File: src/rtl/conv_sched.sv
// ---------------------------------------------------------------------------
// conv_sched
//
// Purpose:
//   Sequencer for the first convolution layer. One multiply-accumulate unit
//   is shared across every output pixel and every filter. For each window
//   (out_x, out_y, filt) this block issues one image-buffer read and one
//   weight-buffer read per cycle, covering all kernel taps. It drives the MAC
//   strobes one cycle later, when the read data arrives, and then offers the
//   finished sum to the result buffer.
//
//   Loop order, outer to inner: out_x, out_y, filt, i, j.
//   Cost per output with res_ready held high:
//     WEIGHT_X*WEIGHT_Y read cycles + 1 drain cycle + 1 write cycle.
//
// Ports:
//   clk          rising-edge clock
//   rst          synchronous, active-high reset
//   start        one-cycle request to run the whole layer (ignored unless idle)
//   busy         high while a layer run is in progress (low in the done cycle)
//   done         one-cycle pulse after the final result handshake
//   data_rd_en   image buffer read strobe
//   data_rd_x    image row    = out_x + i
//   data_rd_y    image column = out_y + j
//   wt_rd_en     weight buffer read strobe (same as data_rd_en)
//   wt_rd_filt   filter index
//   wt_rd_i      kernel row
//   wt_rd_j      kernel column
//   mac_acc      read data valid this cycle; MAC consumes the product
//   mac_first    with mac_acc: MAC loads the product instead of adding it
//   mac_last     with mac_acc: final tap of the window
//   res_valid    MAC output holds a complete sum
//   res_ready    result buffer accepts the sum
//   res_filt     filter index of the presented result
//   res_x        output row of the presented result
//   res_y        output column of the presented result
//   dbg_state    current FSM state, for observation only
//
// Result handshake:
//   A result transfers on a cycle where res_valid and res_ready are both
//   high. Once res_valid rises it stays high, with res_filt/res_x/res_y
//   unchanged, until that transfer. res_ready may toggle freely, and nothing
//   else in the block moves while the result waits.
// ---------------------------------------------------------------------------
module conv_sched #(
    parameter int DATA_X   = 28,
    parameter int DATA_Y   = 28,
    parameter int WEIGHT_X = 5,
    parameter int WEIGHT_Y = 5,
    parameter int NUM_FILT = 8,
    localparam int CONV_X  = DATA_X - WEIGHT_X + 1,
    localparam int CONV_Y  = DATA_Y - WEIGHT_Y + 1,
    localparam int TAPS    = WEIGHT_X * WEIGHT_Y,
    localparam int AW      = $clog2((DATA_X > DATA_Y) ? DATA_X : DATA_Y),
    localparam int KW      = 3,
    localparam int FW      = (NUM_FILT > 1) ? $clog2(NUM_FILT) : 1
) (
    input  logic          clk,
    input  logic          rst,
    input  logic          start,
    output logic          busy,
    output logic          done,
    output logic          data_rd_en,
    output logic [AW-1:0] data_rd_x,
    output logic [AW-1:0] data_rd_y,
    output logic          wt_rd_en,
    output logic [FW-1:0] wt_rd_filt,
    output logic [KW-1:0] wt_rd_i,
    output logic [KW-1:0] wt_rd_j,
    output logic          mac_acc,
    output logic          mac_first,
    output logic          mac_last,
    output logic          res_valid,
    input  logic          res_ready,
    output logic [FW-1:0] res_filt,
    output logic [AW-1:0] res_x,
    output logic [AW-1:0] res_y,
    output logic [2:0]    dbg_state
);

    // FSM encoding
    localparam logic [2:0] S_IDLE  = 3'd0;
    localparam logic [2:0] S_RUN   = 3'd1;
    localparam logic [2:0] S_DRAIN = 3'd2;
    localparam logic [2:0] S_WRITE = 3'd3;
    localparam logic [2:0] S_FIN   = 3'd4;

    // Counter bounds, sized to the counters they are compared against
    localparam logic [KW-1:0] KI_MAX = KW'(WEIGHT_X - 1);
    localparam logic [KW-1:0] KJ_MAX = KW'(WEIGHT_Y - 1);
    localparam logic [FW-1:0] F_MAX  = FW'(NUM_FILT - 1);
    localparam logic [AW-1:0] OX_MAX = AW'(CONV_X - 1);
    localparam logic [AW-1:0] OY_MAX = AW'(CONV_Y - 1);

    // State and loop counters
    logic [2:0]    r_state;
    logic [AW-1:0] r_out_x;
    logic [AW-1:0] r_out_y;
    logic [FW-1:0] r_filt;
    logic [KW-1:0] r_ki;
    logic [KW-1:0] r_kj;

    // MAC strobe pipeline: read strobe and tap flags delayed by one register
    // stage to line up with the one-cycle buffer read latency
    logic r_mac_acc;
    logic r_mac_first;
    logic r_mac_last;

    logic w_rd_en;
    logic w_first_tap;
    logic w_last_tap;
    logic w_filt_wrap;
    logic w_y_wrap;
    logic w_x_wrap;
    logic w_last_window;
    logic w_accept;

    assign w_rd_en       = (r_state == S_RUN);
    assign w_first_tap   = (r_ki == '0) && (r_kj == '0);
    assign w_last_tap    = (r_ki == KI_MAX) && (r_kj == KJ_MAX);
    assign w_filt_wrap   = (r_filt == F_MAX);
    assign w_y_wrap      = (r_out_y == OY_MAX);
    assign w_x_wrap      = (r_out_x == OX_MAX);
    assign w_last_window = w_filt_wrap && w_y_wrap && w_x_wrap;
    assign w_accept      = (r_state == S_WRITE) && res_ready;

    // -----------------------------------------------------------------------
    // FSM
    // -----------------------------------------------------------------------
    always_ff @(posedge clk) begin
        if (rst) begin
            r_state <= S_IDLE;
        end else begin
            case (r_state)
                S_IDLE: begin
                    if (start) begin
                        r_state <= S_RUN;
                    end
                end
                S_RUN: begin
                    if (w_last_tap) begin
                        r_state <= S_DRAIN;
                    end
                end
                S_DRAIN: begin
                    r_state <= S_WRITE;
                end
                S_WRITE: begin
                    if (res_ready) begin
                        r_state <= w_last_window ? S_FIN : S_RUN;
                    end
                end
                S_FIN: begin
                    r_state <= S_IDLE;
                end
                default: begin
                    r_state <= S_IDLE;
                end
            endcase
        end
    end

    // -----------------------------------------------------------------------
    // Kernel tap counters (inner loops): j fastest, then i. Both have wrapped
    // back to zero by the time the last tap has been issued.
    // -----------------------------------------------------------------------
    always_ff @(posedge clk) begin
        if (rst) begin
            r_ki <= '0;
            r_kj <= '0;
        end else if ((r_state == S_IDLE) && start) begin
            r_ki <= '0;
            r_kj <= '0;
        end else if (w_rd_en) begin
            if (r_kj == KJ_MAX) begin
                r_kj <= '0;
                if (r_ki == KI_MAX) begin
                    r_ki <= '0;
                end else begin
                    r_ki <= r_ki + 1'b1;
                end
            end else begin
                r_kj <= r_kj + 1'b1;
            end
        end
    end

    // -----------------------------------------------------------------------
    // Window counters (outer loops): filt fastest, then out_y, then out_x.
    // They advance only on an accepted result, so res_* stay stable for the
    // whole of a stall. After the final window all three wrap to zero.
    // -----------------------------------------------------------------------
    always_ff @(posedge clk) begin
        if (rst) begin
            r_filt  <= '0;
            r_out_y <= '0;
            r_out_x <= '0;
        end else if ((r_state == S_IDLE) && start) begin
            r_filt  <= '0;
            r_out_y <= '0;
            r_out_x <= '0;
        end else if (w_accept) begin
            if (w_filt_wrap) begin
                r_filt <= '0;
                if (w_y_wrap) begin
                    r_out_y <= '0;
                    if (w_x_wrap) begin
                        r_out_x <= '0;
                    end else begin
                        r_out_x <= r_out_x + 1'b1;
                    end
                end else begin
                    r_out_y <= r_out_y + 1'b1;
                end
            end else begin
                r_filt <= r_filt + 1'b1;
            end
        end
    end

    // -----------------------------------------------------------------------
    // MAC strobes: the read issued in cycle N returns data in cycle N+1
    // -----------------------------------------------------------------------
    always_ff @(posedge clk) begin
        if (rst) begin
            r_mac_acc   <= 1'b0;
            r_mac_first <= 1'b0;
            r_mac_last  <= 1'b0;
        end else begin
            r_mac_acc   <= w_rd_en;
            r_mac_first <= w_rd_en && w_first_tap;
            r_mac_last  <= w_rd_en && w_last_tap;
        end
    end

    // -----------------------------------------------------------------------
    // Outputs
    // -----------------------------------------------------------------------
    assign busy       = (r_state == S_RUN) || (r_state == S_DRAIN) ||
                        (r_state == S_WRITE);
    assign done       = (r_state == S_FIN);

    // Window origin plus kernel offset. The largest value is
    // CONV_X-1 + WEIGHT_X-1 = DATA_X-1, so the sum always fits in AW bits.
    assign data_rd_en = w_rd_en;
    assign data_rd_x  = r_out_x + AW'(r_ki);
    assign data_rd_y  = r_out_y + AW'(r_kj);

    assign wt_rd_en   = w_rd_en;
    assign wt_rd_filt = r_filt;
    assign wt_rd_i    = r_ki;
    assign wt_rd_j    = r_kj;

    assign mac_acc    = r_mac_acc;
    assign mac_first  = r_mac_first;
    assign mac_last   = r_mac_last;

    assign res_valid  = (r_state == S_WRITE);
    assign res_filt   = r_filt;
    assign res_x      = r_out_x;
    assign res_y      = r_out_y;

    assign dbg_state  = r_state;

endmodule

File: config.mk
export PLATFORM = sky130hd
export DESIGN_NAME = conv_sched
export DESIGN_NICKNAME = d
export VERILOG_FILES = /design/src/rtl/conv_sched.sv
export SDC_FILE = /design/constraint.sdc
export NUM_CORES = 1
export LEC_CHECK = 0
export ABC_AREA = 1
export CAP_MARGIN = 20
export CORE_MARGIN = 1
export CORE_UTILIZATION = 33
export CTS_BUF_LIST = sky130_fd_sc_hd__clkbuf_4
export DETAILED_ROUTE_END_ITERATION = 16
export PLACE_DENSITY = 0.66
export SYNTH_ARGS = -nofsm -noshare
export SYNTH_HDL_FRONTEND = slang
export SYNTH_SLANG_ARGS = --single-unit
File: constraint.sdc
create_clock -name clk -period 5 [get_ports clk]
set_input_delay 1.5 -clock clk [delete_from_list [all_inputs] [get_ports clk]]
set_output_delay 1.5 -clock clk [all_outputs]
set_load 0.05 [all_outputs]
# Word level (Yosys, flattened, before mapping)
# Cells that the tools add are included.
[word_totals]
register_bits = 25
inputBits = 4
word_cells = 56
out_inout_bits = 43
[op_classes]
add_sub_neg = 7
eq_ne = 12
mux = 10
n_reduce_logical = 18
[op_table]
columns = ["cell", "count"]
rows = [
  ["3-bit 2-to-1 mux", 7],
  ["3-bit equality test (second input constant)", 4],
  ["3-bit case mux with 4 select lines", 1],
  ["5-bit by 1-bit adder with 5-bit output (second input constant)", 2],
  ["5-bit by 3-bit adder with 5-bit output", 2],
  ["5-bit equality test (second input constant)", 2],
  ["5-bit 2-to-1 mux", 2],
  ["3-bit by 1-bit adder with 3-bit output (second input constant)", 3],
  ["3-bit zero test", 3],
  ["1-bit logical AND", 8],
  ["3-bit by 2-bit equality test with 1-bit output (second input constant)", 2],
  ["3-bit AND reduction", 2],
  ["2-bit by 1-bit inequality test with 1-bit output (second input constant)", 2],
  ["2-bit AND reduction", 2],
  ["3-bit by 1-bit equality test with 1-bit output (second input constant)", 1],
  ["1-bit logical OR", 2],
  ["2-bit inequality test (second input constant)", 1],
  ["2-bit OR reduction", 1],
]

# Logic depth before layout (Yosys ltp)
[logic_depth]
word_depth = 6
mapped_depth = 9
depth_no_buf = 8

# Worst setup path after synthesis
# OpenSTA, ideal clock, no wires.
[synth_path]
path_kind = "register to output"
start = "register r_out_y[0], in the netlist res_y[0]"
end = "output port data_rd_y[4]"
arrival_ns = 2.314
setup_slack_ns = 1.186
path_buffers = 0
t_required_ns = 3.500
stages_incl_launch_ff = 6
path_cell_list = "dfxtp_1 > ha_1 > inv_1 > fa_1 > o22ai_1 > xor2_1"
[synth_via]
elab_chain_cells = 1
[synth_lines]
columns = ["item", "line_no", "source"]
rows = [
  ["from (decl)", "98", "logic [AW-1:0] r_out_y;"],
  ["from (signal assigned)", "213", "r_out_y <= r_out_y + 1'b1;"],
  ["5-bit by 3-bit adder with 5-bit output", "247", "assign data_rd_y = r_out_y + AW'(r_kj);"],
  ["to (decl)", "65", "output logic [AW-1:0] data_rd_y,"],
]
# No other way between the ends.

# Worst setup path in the final report
# Ends and elaborated chain as after synthesis.

==> metrics <==
number of pins with negative max-slew slack in the final report=0; pwr dens=roughly 190 nW/um2; via count of the first global-routing pass=roughly 1.3k; mean number of vias per cell=approximately 4.5; detailed-route wire length per cell=11.1 um; adder and majority cell fraction of the synthesized area=0.131; footprint of the multi-input gates=about 1000 um2; number of synthesized flops with an enable pin=0; top_reg_cell synth=dfxtp_1; worst skew pair latency=roughly 320 ps; I/O pin total=47; type of the tightest min-delay check=flip-flop to flip-flop; Slew HR=0.599; Max Clock Freq=243 MHz; highest metal used=met4; combinational family with the most area after synthesis=simple AND/OR/NAND/NOR gates; overall die area=around 5200 um2; flip-flop and latch count after synthesis=25; xor and xnor fraction of the mapped netlist area=0.0428; Worst setup SP type=flip-flop; category of the worst setup path capture point=output port; CTS tree=done; Final #Nets=between 200 and 300; layout cells sized above 1=0.0820; buffer depth of the longest clock path=2; part of the Yosys area used for sequential elements=0.306; first drt pass iteration count=4; number of routed nets with antenna violations=0; Post-CTS Setup Bufs=0; Total Negative Setup Slacks=0 ps; placed wire-length estimate=2830 um; count of cell types in the netlist=35; # setup viols final=0; initial core utilization=0.344; width of the die=a little over 70 um; hold path cells=2; Routed Wire Length=~3600 um; depth of the most critical reg-to-reg path=7; Std-Cell Core Area=roughly 4800 um2; Tmin final=approximately 4100 ps; Die Ht=72.4 um; delay of the slowest critical-path stage=around 810 ps; Layout fillers=around 510; Via Count=1455; cell at the root of the clock tree=clkbuf_4; leak pwr=between 0.9 and 1 nW; Max stage delay cell, worst path=clkdlybuf4s50_1; final weighted congestion in routability-driven placement=0.793; maximum clock skew at final layout=between 10 and 15 ps; max-cap viol count=0; critical path required time=approximately 3500 ps; number of cells upsized or downsized after cts=0; Area growth, synth to finish=31.1%; H-tree level count=1; maximum VDD drop=roughly 0.13 mV; largest driver fanout on the critical path=6; utilization after layout=0.451; gr usage total=0.145; WL met2=between 1500 and 2000 um; Critical Setup Path Class=flip-flop to output port; post-synth design cell area=between 1500 and 2000 um2; remaining global-route overflow=0; FP Rows=25; final hold vios=0; synthesized area per cell=about 7.6 um2; n_diodes=0; mux contribution to synthesized area=0; final clock period utilization by the worst path=0.822; number of standard cells after synthesis=about 220; syn nets=235; power after layout=a little over 400 uW; number of clock sinks seen by CTS=25; clock transition time at the flip-flop clock pins of the worst setup and hold paths=150 ps; WP data arrival=~2600 ps; number of antenna violations at the first check in global routing=0; FFs w/ async S/R, synth=0; RSZ-0062 raised after global routing=false; first-pass GRT wire length=slightly above 6000 um; worst slew pin tran=between 600 and 700 ps; count of unresolved DRC violations after routing=0; wl on met1=between 1500 and 2000 um; area fraction in and, or, nand and nor cells after synthesis=0.329; worst-path cell chain=ha_1 -> inv_1 -> fa_1 -> o22ai_1 -> xor2_1 -> clkdlybuf4s50_1; count of synthesis-stage warnings from yosys=0; Initial DRC Count=37; number of buffers inserted during clock tree synthesis=3; largest net degree at the start of global routing=15; sequential cell area=~500 um2; outcome=completed; count of buffers inserted at the top-level ports=between 40 and 50; routed wl met3=about 140 um; Synth Area in Compound Gates=0.0956; quantity of hold-fixing buffers added after cts=0
[layout make-up]
type                    instances  share of cell area
multi-input cells             156               0.457
flip-flops and latches         25               0.233
clock buffers                   3              0.0105
well taps                      67              0.0391
clock inverters                 1             0.00233
inverters                      25              0.0437
repair buffers                 46               0.215
[layout by cell type (no fill, tap or decap), types with 2 or more instances in the layout]
cell | Yosys | routed
clkbuf_4 | 0 | 3
inv_1 | 22 | 22
nand3_1 | 16 | 16
dfxtp_1 | 25 | 25
nor2_2 | 2 | 2
ha_1 | 14 | 14
inv_2 | 3 | 3
nand2_4 | 2 | 2
o21ai_0 | 5 | 5
nor3_1 | 2 | 2
nand2_1 | 44 | 44
clkdlybuf4s50_1 | 0 | 46
fa_1 | 2 | 2
nor2_8 | 2 | 2
nand4_1 | 3 | 3
xor2_1 | 7 | 7
a21oi_1 | 17 | 17
nor2_1 | 24 | 24
nand3b_1 | 2 | 2
[final timing paths]
path	slack, ps	endpoint	start
setup / recovery	890	data_rd_y[4]	res_y[0]
hold / removal	530	wt_rd_j[0]	wt_rd_j[0]
setup reg to reg	3290	res_x[1]	res_filt[0]
hold reg to reg	530	wt_rd_j[0]	wt_rd_j[0]
[power breakdown]
| part | internal, mW | switching [mW] |
|---|---|---|
| Combinational | 0.0316 | 0.0673 |
| Sequential | 0.204 | 0.00647 |
| Clock | 0.0299 | 0.0637 |
[synthesized netlist by cell type (all sizes together) (3+ instances only)]
cell / n / area share
nor3: 4 / 0.022
ha: 14 / 0.11
inv: 25 / 0.057
o21ai: 7 / 0.024
xor2: 7 / 0.037
nand3: 18 / 0.066
dfxtp: 25 / 0.31
nand2: 46 / 0.11
a21oi: 18 / 0.057
buf: 8 / 0.036
nand4: 3 / 0.011
nor2: 29 / 0.094
[flip-flops by register name, indices dropped and copies added, names as in the netlist]
| signal | flops |
|---|---|
| mac_first | 1 |
| wt_rd_j | 3 |
| mac_last | 1 |
| res_y | 5 |
| res_x | 5 |
| res_filt | 3 |
| dbg_state | 3 |
| wt_rd_i | 3 |
| mac_acc | 1 |
[worst max-delay path, delay by kind of cell (launching register included)]
kind	cells	cell delay (ps)
AOI/OAI and AO/OA	1	190
buffers and inverters	2	870
adders and majority gates	2	600
DFF	1	450
xor gates and xnor gates	1	170
[cells by family after synthesis]
group | Yosys count
and+or+nand+nor | 104
adders and majority gates | 16
AOI/OAI and AO/OA | 28
buffers and inverters | 34
xor gates and xnor gates | 8
DFF | 25
[per-stage QoR]
stage / hold WS (ps) / std cells / instance area (um2) / worst slack [ps]
2_1_floorplan: 710 / 215 / 1640 / 1190
5_1_grt: 548 / 323 / 2150 / 752
3_5_place_dp: 508 / 319 / 2120 / 1280
6_report: 528 / 323 / 2150 / 890
3_3_place_gp: 499 / 319 / 2120 / 1320
4_1_cts: 535 / 323 / 2150 / 875
[routing by layer]
| layer | up-vias | global-route usage |
|---|---|---|
| li1 | 774 | - |
| met3 | 2 | 0.0264 |
| met1 | 651 | 0.200 |
| met5 | - | 0 |
| met4 | 0 | 0.0261 |
| met2 | 28 | 0.238 |
Note: power is estimated with default switching activity, not from simulation.
